--- src/rtl/nrisc_pkg.sv ---
// Shared types and constants for the nRISC memory arbiter slice.
// Holds FSM/grant enums, default widths and the latency counter width.
package nrisc_pkg;

  localparam int AW_DEF      = 8;
  localparam int DW_DEF      = 8;
  localparam int MEM_LAT_MAX = 4;
  localparam int LAT_W       = $clog2(MEM_LAT_MAX) + 1;

  typedef enum logic [1:0] {
    IDLE  = 2'd0,
    ISSUE = 2'd1,
    WAIT  = 2'd2,
    RESP  = 2'd3
  } arb_state_t;

  typedef enum logic {
    GRANT_IF   = 1'b0,
    GRANT_DATA = 1'b1
  } grant_t;

  // Round-robin pick: on a tie the source not served last wins.
  function automatic grant_t pick_grant(input logic if_req, input logic d_req,
                                        input grant_t last_grant);
    if (if_req && d_req)
      return (last_grant == GRANT_IF) ? GRANT_DATA : GRANT_IF;
    else if (if_req)
      return GRANT_IF;
    else
      return GRANT_DATA;
  endfunction

endpackage

--- src/rtl/nrisc_mem_arbiter_if.sv ---
// Bundle of the fetch, load/store and memory-side signals of the arbiter.
// slave = arbiter view, master = core + memory view.
interface nrisc_mem_arbiter_if
  import nrisc_pkg::*;
#(
  parameter int AW = AW_DEF,
  parameter int DW = DW_DEF
);
  logic          if_req;
  logic [AW-1:0] if_addr;
  logic          if_ack;
  logic [DW-1:0] if_rdata;

  logic          d_req;
  logic          d_we;
  logic [AW-1:0] d_addr;
  logic [DW-1:0] d_wdata;
  logic          d_ack;
  logic [DW-1:0] d_rdata;

  logic          mem_en;
  logic          mem_we;
  logic [AW-1:0] mem_addr;
  logic [DW-1:0] mem_wdata;
  logic [DW-1:0] mem_rdata;

  logic          stall;

  modport slave (
    input  if_req, if_addr, d_req, d_we, d_addr, d_wdata, mem_rdata,
    output if_ack, if_rdata, d_ack, d_rdata,
    output mem_en, mem_we, mem_addr, mem_wdata, stall
  );

  modport master (
    output if_req, if_addr, d_req, d_we, d_addr, d_wdata, mem_rdata,
    input  if_ack, if_rdata, d_ack, d_rdata,
    input  mem_en, mem_we, mem_addr, mem_wdata, stall
  );
endinterface

--- src/rtl/nrisc_lat_counter.sv ---
// Loadable down-counter timing the memory read latency; last is high
// in the final cycle of the count.
module nrisc_lat_counter
  import nrisc_pkg::*;
#(
  parameter int W = LAT_W
) (
  input  logic         clk,
  input  logic         rst_n,
  input  logic         load,
  input  logic [W-1:0] load_val,
  input  logic         dec,
  output logic         last
);
  logic [W-1:0] cnt_reg;
  logic [W-1:0] cnt_next;

  always_comb begin
    cnt_next = cnt_reg;
    if (load)
      cnt_next = load_val;
    else if (dec && (cnt_reg != '0))
      cnt_next = cnt_reg - W'(1);
  end

  always_ff @(posedge clk) begin
    if (!rst_n)
      cnt_reg <= '0;
    else
      cnt_reg <= cnt_next;
  end

  assign last = (cnt_reg == W'(1));
endmodule

--- src/rtl/nrisc_mem_arbiter.sv ---
// Round-robin arbiter sharing one single-port memory between instruction
// fetch and load/store, with a stall output for the core's halt input.
module nrisc_mem_arbiter
  import nrisc_pkg::*;
#(
  parameter int AW      = AW_DEF,
  parameter int DW      = DW_DEF,
  parameter int MEM_LAT = 1
) (
  input  logic                Clock,
  input  logic                Reset_n,
  nrisc_mem_arbiter_if.slave  bus
);
  arb_state_t    state_reg, state_next;
  grant_t        grant_reg, grant_next;
  grant_t        last_grant_reg, last_grant_next;
  logic [AW-1:0] addr_reg;
  logic          we_reg;
  logic [DW-1:0] wdata_reg;

  logic latch_en, cnt_load, cnt_dec, cnt_last, capture;
  logic mem_en, mem_we, if_ack, d_ack;

  always_comb begin
    state_next      = state_reg;
    grant_next      = grant_reg;
    last_grant_next = last_grant_reg;
    latch_en        = 1'b0;
    cnt_load        = 1'b0;
    cnt_dec         = 1'b0;
    capture         = 1'b0;
    mem_en          = 1'b0;
    mem_we          = 1'b0;
    if_ack          = 1'b0;
    d_ack           = 1'b0;
    case (state_reg)
      IDLE: begin
        if (bus.if_req || bus.d_req) begin
          grant_next = pick_grant(bus.if_req, bus.d_req, last_grant_reg);
          latch_en   = 1'b1;
          state_next = ISSUE;
        end
      end
      ISSUE: begin
        mem_en = 1'b1;
        mem_we = we_reg;
        if (we_reg) begin
          state_next = RESP;
        end else begin
          cnt_load   = 1'b1;
          state_next = WAIT;
        end
      end
      WAIT: begin
        cnt_dec = 1'b1;
        if (cnt_last) begin
          capture    = 1'b1;
          state_next = RESP;
        end
      end
      RESP: begin
        if_ack          = (grant_reg == GRANT_IF);
        d_ack           = (grant_reg == GRANT_DATA);
        last_grant_next = grant_reg;
        state_next      = IDLE;
      end
      default: state_next = IDLE;
    endcase
  end

  always_ff @(posedge Clock) begin
    if (!Reset_n) begin
      state_reg      <= IDLE;
      grant_reg      <= GRANT_IF;
      last_grant_reg <= GRANT_DATA;
      addr_reg       <= '0;
      we_reg         <= 1'b0;
      wdata_reg      <= '0;
    end else begin
      state_reg      <= state_next;
      grant_reg      <= grant_next;
      last_grant_reg <= last_grant_next;
      if (latch_en) begin
        addr_reg <= (grant_next == GRANT_IF) ? bus.if_addr : bus.d_addr;
        we_reg   <= (grant_next == GRANT_DATA) && bus.d_we;
        // Fetches carry no write data, so the store data register is left alone.
        if (grant_next == GRANT_DATA)
          wdata_reg <= bus.d_wdata;
      end
    end
  end

  nrisc_lat_counter #(.W(LAT_W)) u_lat_counter (
    .clk      (Clock),
    .rst_n    (Reset_n),
    .load     (cnt_load),
    .load_val (LAT_W'(MEM_LAT)),
    .dec      (cnt_dec),
    .last     (cnt_last)
  );

  // One read-data register per source; index matches the grant_t encoding.
  genvar gi;
  generate
    for (gi = 0; gi < 2; gi++) begin : g_src
      logic [DW-1:0] rdata_reg;
      always_ff @(posedge Clock) begin
        if (!Reset_n)
          rdata_reg <= '0;
        else if (capture && (int'(grant_reg) == gi))
          rdata_reg <= bus.mem_rdata;
      end
    end
  endgenerate

  assign bus.if_ack    = if_ack;
  assign bus.d_ack     = d_ack;
  assign bus.if_rdata  = g_src[0].rdata_reg;
  assign bus.d_rdata   = g_src[1].rdata_reg;
  assign bus.mem_en    = mem_en;
  assign bus.mem_we    = mem_we;
  assign bus.mem_addr  = addr_reg;
  assign bus.mem_wdata = wdata_reg;
  assign bus.stall     = (bus.if_req & ~if_ack) | (bus.d_req & ~d_ack);
endmodule

--- src/flat_wrapper.sv ---
// flat-port wrapper written by rule: the top's interface ports become plain ports
module nrisc_mem_arbiter_flat import nrisc_pkg::*;
#(
  parameter int AW      = AW_DEF,
  parameter int DW      = DW_DEF,
  parameter int MEM_LAT = 1
)
  (Clock, Reset_n, bus_if_req, bus_if_addr, bus_d_req, bus_d_we, bus_d_addr, bus_d_wdata, bus_mem_rdata, bus_if_ack, bus_if_rdata, bus_d_ack, bus_d_rdata, bus_mem_en, bus_mem_we, bus_mem_addr, bus_mem_wdata, bus_stall);
  nrisc_mem_arbiter_if #(.AW(AW), .DW(DW)) bus_i ();
  input  logic Clock;
  input  logic Reset_n;
  input wire logic [$bits(bus_i.if_req)-1:0] bus_if_req;
  input wire logic [$bits(bus_i.if_addr)-1:0] bus_if_addr;
  input wire logic [$bits(bus_i.d_req)-1:0] bus_d_req;
  input wire logic [$bits(bus_i.d_we)-1:0] bus_d_we;
  input wire logic [$bits(bus_i.d_addr)-1:0] bus_d_addr;
  input wire logic [$bits(bus_i.d_wdata)-1:0] bus_d_wdata;
  input wire logic [$bits(bus_i.mem_rdata)-1:0] bus_mem_rdata;
  output wire logic [$bits(bus_i.if_ack)-1:0] bus_if_ack;
  output wire logic [$bits(bus_i.if_rdata)-1:0] bus_if_rdata;
  output wire logic [$bits(bus_i.d_ack)-1:0] bus_d_ack;
  output wire logic [$bits(bus_i.d_rdata)-1:0] bus_d_rdata;
  output wire logic [$bits(bus_i.mem_en)-1:0] bus_mem_en;
  output wire logic [$bits(bus_i.mem_we)-1:0] bus_mem_we;
  output wire logic [$bits(bus_i.mem_addr)-1:0] bus_mem_addr;
  output wire logic [$bits(bus_i.mem_wdata)-1:0] bus_mem_wdata;
  output wire logic [$bits(bus_i.stall)-1:0] bus_stall;
  assign bus_i.if_req = bus_if_req;
  assign bus_i.if_addr = bus_if_addr;
  assign bus_i.d_req = bus_d_req;
  assign bus_i.d_we = bus_d_we;
  assign bus_i.d_addr = bus_d_addr;
  assign bus_i.d_wdata = bus_d_wdata;
  assign bus_i.mem_rdata = bus_mem_rdata;
  assign bus_if_ack = bus_i.if_ack;
  assign bus_if_rdata = bus_i.if_rdata;
  assign bus_d_ack = bus_i.d_ack;
  assign bus_d_rdata = bus_i.d_rdata;
  assign bus_mem_en = bus_i.mem_en;
  assign bus_mem_we = bus_i.mem_we;
  assign bus_mem_addr = bus_i.mem_addr;
  assign bus_mem_wdata = bus_i.mem_wdata;
  assign bus_stall = bus_i.stall;
  nrisc_mem_arbiter #(.AW(AW), .DW(DW), .MEM_LAT(MEM_LAT)) u_core (.Clock(Clock), .Reset_n(Reset_n), .bus(bus_i));
endmodule
--- config.mk ---
export PLATFORM = sky130hd
export DESIGN_NAME = nrisc_mem_arbiter_flat
export DESIGN_NICKNAME = d
export VERILOG_FILES = /design/src/rtl/nrisc_pkg.sv /design/src/rtl/nrisc_mem_arbiter_if.sv /design/src/rtl/nrisc_lat_counter.sv /design/src/rtl/nrisc_mem_arbiter.sv /design/src/flat_wrapper.sv
export SDC_FILE = /design/constraint.sdc
export NUM_CORES = 1
export LEC_CHECK = 0
export ABC_CLOCK_PERIOD_IN_PS = 2200
export CORE_MARGIN = 5
export CORE_UTILIZATION = 43
export DETAILED_ROUTE_END_ITERATION = 12
export HOLD_SLACK_MARGIN = 0.15
export PLACE_DENSITY = 0.91
export SLEW_MARGIN = 0
export SYNTH_ARGS = -nofsm -noshare
export SYNTH_HDL_FRONTEND = slang
export SYNTH_HIERARCHICAL = 1
export SYNTH_SLANG_ARGS = --single-unit
export TNS_END_PERCENT = 100
--- constraint.sdc ---
create_clock -name Clock -period 2.2 [get_ports Clock]
set_input_delay 0.22 -clock Clock [delete_from_list [all_inputs] [get_ports Clock]]
set_output_delay 0.22 -clock Clock [all_outputs]
set_load 0.02 [all_outputs]
==> results of run 1 <==
[synthesized netlist by cell type, types with 2 or more instances]
cell type	number
conb_1	2
nand3_1	3
dfxtp_1	40
ha_1	8
inv_1	7
o32a_1	8
o21ai_0	2
a21oi_1	3
nor2b_1	18
buf_2	4
mux2i_1	27
nand2_1	25
o211a_1	8
clkbuf_1	4
and2_1	2
nor2_1	6
[critical path, stage by stage, from the launching register on]
cell             delay (ns)
dfxtp_1                0.41
inv_1                  0.11
ha_1                   0.21
and2_1                 0.16
clkdlybuf4s50_1        0.53
[area by class of cell]
| cell class | count | area, um^2 | area share [%] |
|---|---|---|---|
| Sequential cell | 40 | 800.8 | 29.38 |
| Clock buffer | 6 | 72.57 | 2.663 |
| Tap cell | 50 | 62.56 | 2.296 |
| Inverter | 7 | 26.28 | 0.9642 |
| Multi-Input combinational cell | 131 | 967.2 | 35.49 |
| Clock inverter | 2 | 35.03 | 1.286 |
| Timing Repair Buffer | 77 | 760.7 | 27.92 |
[metal layers]
layer | vias up | track usage (%)
met3 | 11 | 4.881
met2 | 35 | 30.01
met4 | 0 | 9.320
met1 | 725 | 18.95
met5 | - | 0
li1 | 791 | -
[worst paths after layout]
kind	startpoint	to	slack (ns)	cells after the start
max	u_core/state_reg[1]	bus_mem_we	0.27	4
max reg2reg	u_core/state_reg[0]	u_core/state_reg[0]	0.44	5
min reg2reg	u_core/bus.mem_wdata[7]	u_core/bus.mem_wdata[7]	0.46	2
min	u_core/bus.mem_wdata[7]	u_core/bus.mem_wdata[7]	0.46	2
[per-stage QoR]
step	utilization [%]	hold WS (ns)	std cells	area, um^2	setup slack (ns)
3_5_place_dp	64.51	0.4546	305	2618	0.3196
6_report	67.16	0.4593	313	2725	0.2689
4_1_cts	67.16	0.4625	313	2725	0.2682
5_1_grt	67.16	0.4764	313	2725	0.1894
3_3_place_gp	64.51	0.4427	305	2618	0.3243
2_1_floorplan	-	0.3584	187	1837	0.4379
[cell usage in the layout (no fill, tap or decap), types with 2 or more instances in the layout]
cell / count
a21oi_1: 3
and2_1: 2
buf_4: 4
clkbuf_8: 5
clkdlybuf4s50_1: 73
conb_1: 3
dfxtp_1: 40
ha_1: 8
inv_1: 7
mux2i_1: 27
nand2_1: 25
nand3_1: 3
nor2_1: 6
nor2b_1: 18
o211a_1: 8
o21ai_0: 2
o32a_1: 8
[power by group]
group	leakage (uW)	switching, uW	internal (uW)
registers	0.000326	88.0	855
clock network	0.0000552	249	337
logic	0.000854	500	511
[cells by family (layout without fill, tap and decap cells)]
kind of cell,count (synthesis),in the layout,share of synthesized area (%)
muxes,27,27,14.74
DFF,40,40,43.69
adders and majority gates,8,8,5.461
buffers and inverters,16,92,3.754
and+or+nand+nor,66,66,19.25
other,2,3,0.4097
AOI/OAI and AO/OA,27,27,12.70
==> run summary, run 1 <==
The critical path in this run is classified as register to output port. The power per cell area came out at 932.0 nW/um^2. The width of the die is 75.29 um.

The worst setup path is captured at an output port. For this run, the number of Yosys warnings is 6. The number of enable-type register cells in the synthesized netlist is 0. The post-synthesis to final-layout area growth is 48.67%.

Synthesis handed over a netlist of 186 instances. The worst pin sits at a relative slew slack of 62.63%. Summed over its instances, the top area cell type makes up 43.69% of the synthesized netlist area. Sorting the synthesized cells by area gives the leading types as dfxtp_1 44%, mux2i_1 15%, nor2b_1 6.1%, ha_1 5.5%, nand2_1 5.1%. Data on the critical path arrives at its endpoint at 1.71 ns.

The average routed wire per standard cell came out at 14.58 um. Of the cells placed in the final design, the portion with a size suffix greater than 1 is 5.703%. The accumulated negative setup slack is 0 ns. The detailed route wirelength on metal3 came out at 197 um. The clock latency on the worst-skew pair came out at 0.29 ns. For this run, the register share of the synthesized area comes to 43.69%.

The total power consumption of the routed design is 2540 uW. The quantity of hold-fixing buffers added after cts is 0. The global routing usage summed across all routing layers is 17.27%. The transition at the pin with the smallest max-transition slack came out at 0.5588 ns.

The max-capacitance violation count is 0. The vertical extent of the die is 75.29 um. The number of detailed-route iterations in the first pass is 4. The first global-routing pass estimated 7348 um of wire.

The post-CTS resize count came out at 0. Summed over all nets, the half-perimeter wirelength after detailed placement is 3469 um. The final routed DRC violation total came out at 0.

The routed length on met2 came out at 2334 um. The count of buffers added on input and output ports is 73. The floorplan has 23 rows.

The largest driver fanout on the critical path came out at 5. The sink count of the clock tree is 40. The most common flop cell mapped by yosys is dfxtp_1. The final-report max-slew violation count came out at 0.

The startpoint kind of the worst setup timing path is a register. The area of the core came out at 4058 um^2. In the final routing, the length of wire on met1 measures 1903 um. The leakage power is 0.001235 uW.

In this run the worst hold path is classified as register to register. The uppermost layer routed is met4. The data required time of the critical path came out at 1.98 ns.

The final count of negative-setup-slack endpoints came out at 0. The number of hold violations in the final report was 0. Between clock sinks in the finished design, the worst skew comes to 0.01254 ns. The top achievable clock speed is 517.8 MHz. Setup repair after global routing left no endpoint under its margin. The final layout contains routed wiring with a total length of 4564 um.

The boundary pin count came out at 74. The worst path needs 1.931 ns of the cycle, external delays included. For this run, asynchronously set or reset flops after synthesis account for 0%.

The die footprint is 5669 um^2. The global route total overflow is 0. Dividing the synthesized area by the synthesized cell count gives 9.855 um^2. The via density per instance came out at 4.990. The initial antenna violation count came out at 0. The worst-case IR drop observed on VDD is 0.0005050 V.

The biggest area contributor in the post-synthesis netlist is dfxtp_1. The post-layout net count came out at 307. The filler cell count is 328.

The clock root buffer is clkbuf_8. The register clock-pin slew on the reported worst setup and hold paths is 0.08 ns. Post-CTS timing repair inserted 0 buffers for setup. After layout, the worst path uses 87.78% of the clock period. The number of violations reported at the end of detailed-routing iteration 0 is 43. No sink is reached through more buffers than the 2 on the longest clock path. The initial standard-cell utilization of the core is 45.17%. The number of different library cells in the post-synthesis netlist is 35. CTS built an H-tree with a depth of 2.

Summing every instance area after synthesis gives 1833 um^2. The register bit total from synthesis is 40. In this run the remaining antenna-violating nets after routing total 0. The final weighted congestion in routability-driven placement is 0.7623.

Detailed routing inserted a total of 1562 vias. The number of global-route vias before repair is 1646. The maximum number of pins on one net before global-route repair is 31. The flow ran to the end, and the final reports show no timing, DRC or antenna violations.

The repair_antennas step left the layout with diodes totalling 0. TritonCTS built the clock tree. The number of CTS-inserted buffers came out at 5.
Note: power is estimated with default switching activity, not from simulation.
==> run 2, diff against run 1 <==
--- a/config.mk
+++ b/config.mk
@@ -9,7 +9,7 @@
 export CORE_MARGIN = 5
 export CORE_UTILIZATION = 43
 export DETAILED_ROUTE_END_ITERATION = 12
-export HOLD_SLACK_MARGIN = 0.15
+export HOLD_SLACK_MARGIN = 0.06
 export PLACE_DENSITY = 0.91
 export SLEW_MARGIN = 0
 export SYNTH_ARGS = -nofsm -noshare
==> results of run 2 <==
The final DEF is identical to that of run 1; final timing and power are the same.
==> run 3, diff against run 2 <==
--- a/config.mk
+++ b/config.mk
@@ -11,6 +11,7 @@
 export DETAILED_ROUTE_END_ITERATION = 12
 export HOLD_SLACK_MARGIN = 0.06
 export PLACE_DENSITY = 0.91
+export RECOVER_POWER = 100
 export SLEW_MARGIN = 0
 export SYNTH_ARGS = -nofsm -noshare
 export SYNTH_HDL_FRONTEND = slang
==> run 3 against run 2 <==
Net effect:
- sequential cell count is the same
- clock skew is essentially flat
- combinational power shrank 4%
- wire length grew 0.11%
- via count shrank 0.19%
- count of clock-buffer cells in the layout is the same
- core utilization shrank 0.19 points
- non-clock buffer count is the same
- critical path depth shrank 1
- fmax shrank 2.0%
- critical endpoint is now bus_d_ack
==> run summary, run 3 (synthesized netlist as in run 1, its figures left out) <==
The run finished with clean final reports. The final critical path time including I/O delays and setup is 1.970 ns (+0.03903 ns). TritonCTS built the clock tree. The post-CTS setup buffer count came out at 0 (unchanged). The endpoint arrival time on the critical path came out at 1.75 ns (+0.04 ns).

The width of the die came out at 75.29 um (unchanged). The final antenna-violating net count came out at 0 (unchanged). The critical path is of the register to output port type. The clock tree buffer depth came out at 2 (unchanged). Compared with the post-synthesis result, the final layout area differs by 48.26%.

The power spent charging and discharging nets came out at 829.6 uW (-0.86%). The final weighted congestion in routability-driven placement came to 0.7623 (unchanged). The worst slew margin relative to its limit came out at 61.53% (-1.1 points). The data required time of the critical path is 1.98 ns (about the same). The die footprint is 5669 um^2 (unchanged). The global-route wire length before repair was 7348 um (unchanged). The clock skew is 0.01285 ns (+0.0003094 ns).

The accumulated negative setup slack came out at 0 ns (unchanged). The detailed-route via count is 1559 (-0.19%). The highest-utilization routing layer at the global route stage is met2. The count of input and output buffers is 73 (unchanged). The met1 demand-to-capacity share in global routing came out at 18.95% (unchanged). The register clock-pin slew on the reported worst setup and hold paths is 0.08 ns (about the same). The post-CTS resize count is 0 (unchanged).

The clock latency on the worst-skew pair is 0.30 ns (about the same). The number of hold violations in the final report came to 0 (unchanged). The number of global-route vias before repair is 1646 (unchanged). The initial antenna violation count came out at 0 (unchanged).

Leaving out fill and tap cells, the most frequent cell in the layout is dfxtp_1. The top achievable clock speed came to 507.6 MHz (-2.0%). The area of the core is 4058 um^2 (unchanged). The routing usage on met2 came out at 30.01% (unchanged). The path class of the tightest hold or removal check is register to register.

The power per cell area is 918.5 nW/um^2 (-1.5%). The boundary pin count is 74 (unchanged). The total power consumption of the routed design was 2496 uW (-1.7%). The number of CTS-inserted buffers came out at 5 (unchanged). The worst setup path is captured at an output port. The hold path depth came out at 2 (unchanged). The transition at the pin with the smallest max-transition slack came out at 0.5752 ns (+0.01645 ns).

The initial standard-cell utilization of the core came out at 45.17% (unchanged). The fraction of layout instances using a drive strength above 1 is 5.323% (-0.38 points). The worst-case register-to-register setup slack is 0.45 ns (about the same). The global routing usage summed across all routing layers came out at 17.27% (unchanged). The share of the clock period used by the worst path after layout came out at 89.55% (+1.8 points). The final count of negative-setup-slack endpoints came out at 0 (unchanged).

The internal power of the cells is 1666 uW (-2.1%). The combinational share of power is 39.0% (-0.8 points). The net switching fraction of the power came out at 33.24% (+0.29 points). The average routed wire per standard cell is 14.60 um (+0.11%). The met3 usage came out at 4.881% (unchanged). The maximum number of pins on one net before global-route repair came to 31 (unchanged). The startpoint kind of the worst setup timing path is a register.

The global route total overflow came out at 0 (unchanged). The number of detailed-route iterations in the first pass is 4 (unchanged). The sink count of the clock tree is 40 (unchanged).

The clock root buffer is clkbuf_8. In the layout the commonest cells are 40 x dfxtp_1, 37 x clkdlybuf4s50_1, 36 x dlygate4sd3_1. The utilization of the core after routing came out at 66.98% (-0.19 points). The placed cell count is 305 (unchanged).

The filler cell count is 330 (+0.61%). The H-tree depth reported by CTS is 2 (unchanged). The via density per instance was 4.981 (-0.19%).

The leakage power came out at 0.001340 uW (+8.5%). The worst-case vdd ir drop came out at 0.0005030 V (-0.38%). The final-report max-slew violation count is 0 (unchanged).

The quantity of hold-fixing buffers added after cts is 0 (unchanged). The placed wire-length estimate is 3469 um (unchanged). The largest driver fanout on the critical path came out at 5 (unchanged). The number of diodes added for antenna fixing is 0 (unchanged). The fraction of power consumed by the clock network came out at 23.5% (+0.5 points).

The endpoint of the most critical register-to-register path is u_core/state_reg[0]. The max-capacitance violation count came to 0 (unchanged). The post-layout net count came out at 307 (unchanged).

In this run the most critical hold path is launched from u_core/bus.mem_wdata[7]. The total wire length came out at 4569 um (+0.11%). The startpoint identified for the worst register-to-register timing path is u_core/state_reg[0]. The post-route non-filler standard cell count came out at 313 (unchanged). The vertical extent of the die came out at 75.29 um (unchanged). The final routed DRC violation total is 0 (unchanged).

The share of power burned in registers is 37.6% (+0.5 points). The number of violations reported at the end of detailed-routing iteration 0 came out at 32 (-26%). The sink of the worst hold path is u_core/bus.mem_wdata[7]. The number of cells on the worst reg-to-reg path came out at 5 (unchanged).

Setup repair after global routing left no endpoint under its margin. The number of placement rows is 23 (unchanged).
-- run 3: through the flow --
stage | worst slack [ns] | hold WS [ns] | area, um^2
finish | 0.2298 | 0.4561 | 2718
global route | 0.1635 | 0.4764 | 2718
CTS | 0.2682 | 0.4625 | 2725
detailed placement | 0.3196 | 0.4546 | 2618
global placement | 0.3243 | 0.4427 | 2618
floorplan | 0.4379 | 0.3584 | 1837
-- run 3: worst max-delay path by stage --
stage | end | slack [ns] | startpoint | depth (start not counted)
2_1_floorplan | u_core/state_reg[0] | 0.44 | u_core/state_reg[1] | 5
3_3_place_gp | bus_stall | 0.32 | bus_if_req | 4
3_5_place_dp | bus_stall | 0.32 | bus_if_req | 4
4_1_cts | bus_mem_we | 0.27 | u_core/state_reg[1] | 4
5_1_grt | bus_if_ack | 0.16 | u_core/state_reg[1] | 4
6_report | bus_d_ack | 0.23 | u_core/state_reg[1] | 3
-- run 3: power by group through the flow --
| stage | clock (uW) | sequential (uW) | combinational, uW |
|---|---|---|---|
| 2_1_floorplan | 0 | 1050 | 549 |
| 3_3_place_gp | 0 | 951 | 982 |
| 3_5_place_dp | 0 | 958 | 1010 |
| 4_1_cts | 599 | 943 | 1020 |
| 5_1_grt | 624 | 956 | 1070 |
| 6_report | 585 | 938 | 972 |
-- run 3: layer usage --
metal / vias up / part of all wire, %
met4: 0 / 2.8
met1: 719 / 42
li1: 792 / -
met2: 37 / 51
met3: 11 / 4.3
met5: - / 0
-- run 3: critical path, stage by stage, from the launching register on --
cell	delay, ns
dfxtp_1	0.41
ha_1	0.21
and2_0	0.16
dlygate4sd3_1	0.68
-- run 3: layout make-up --
type                    count  area [um^2]  area share [%]
clock buffers               6        72.57           2.670
clock inverters             2        35.03           1.289
inverters                   7        26.28          0.9668
multi-input cells         131        962.2           35.41
flip-flops and latches     40        800.8           29.47
well taps                  50        62.56           2.302
repair buffers             77        758.2           27.90
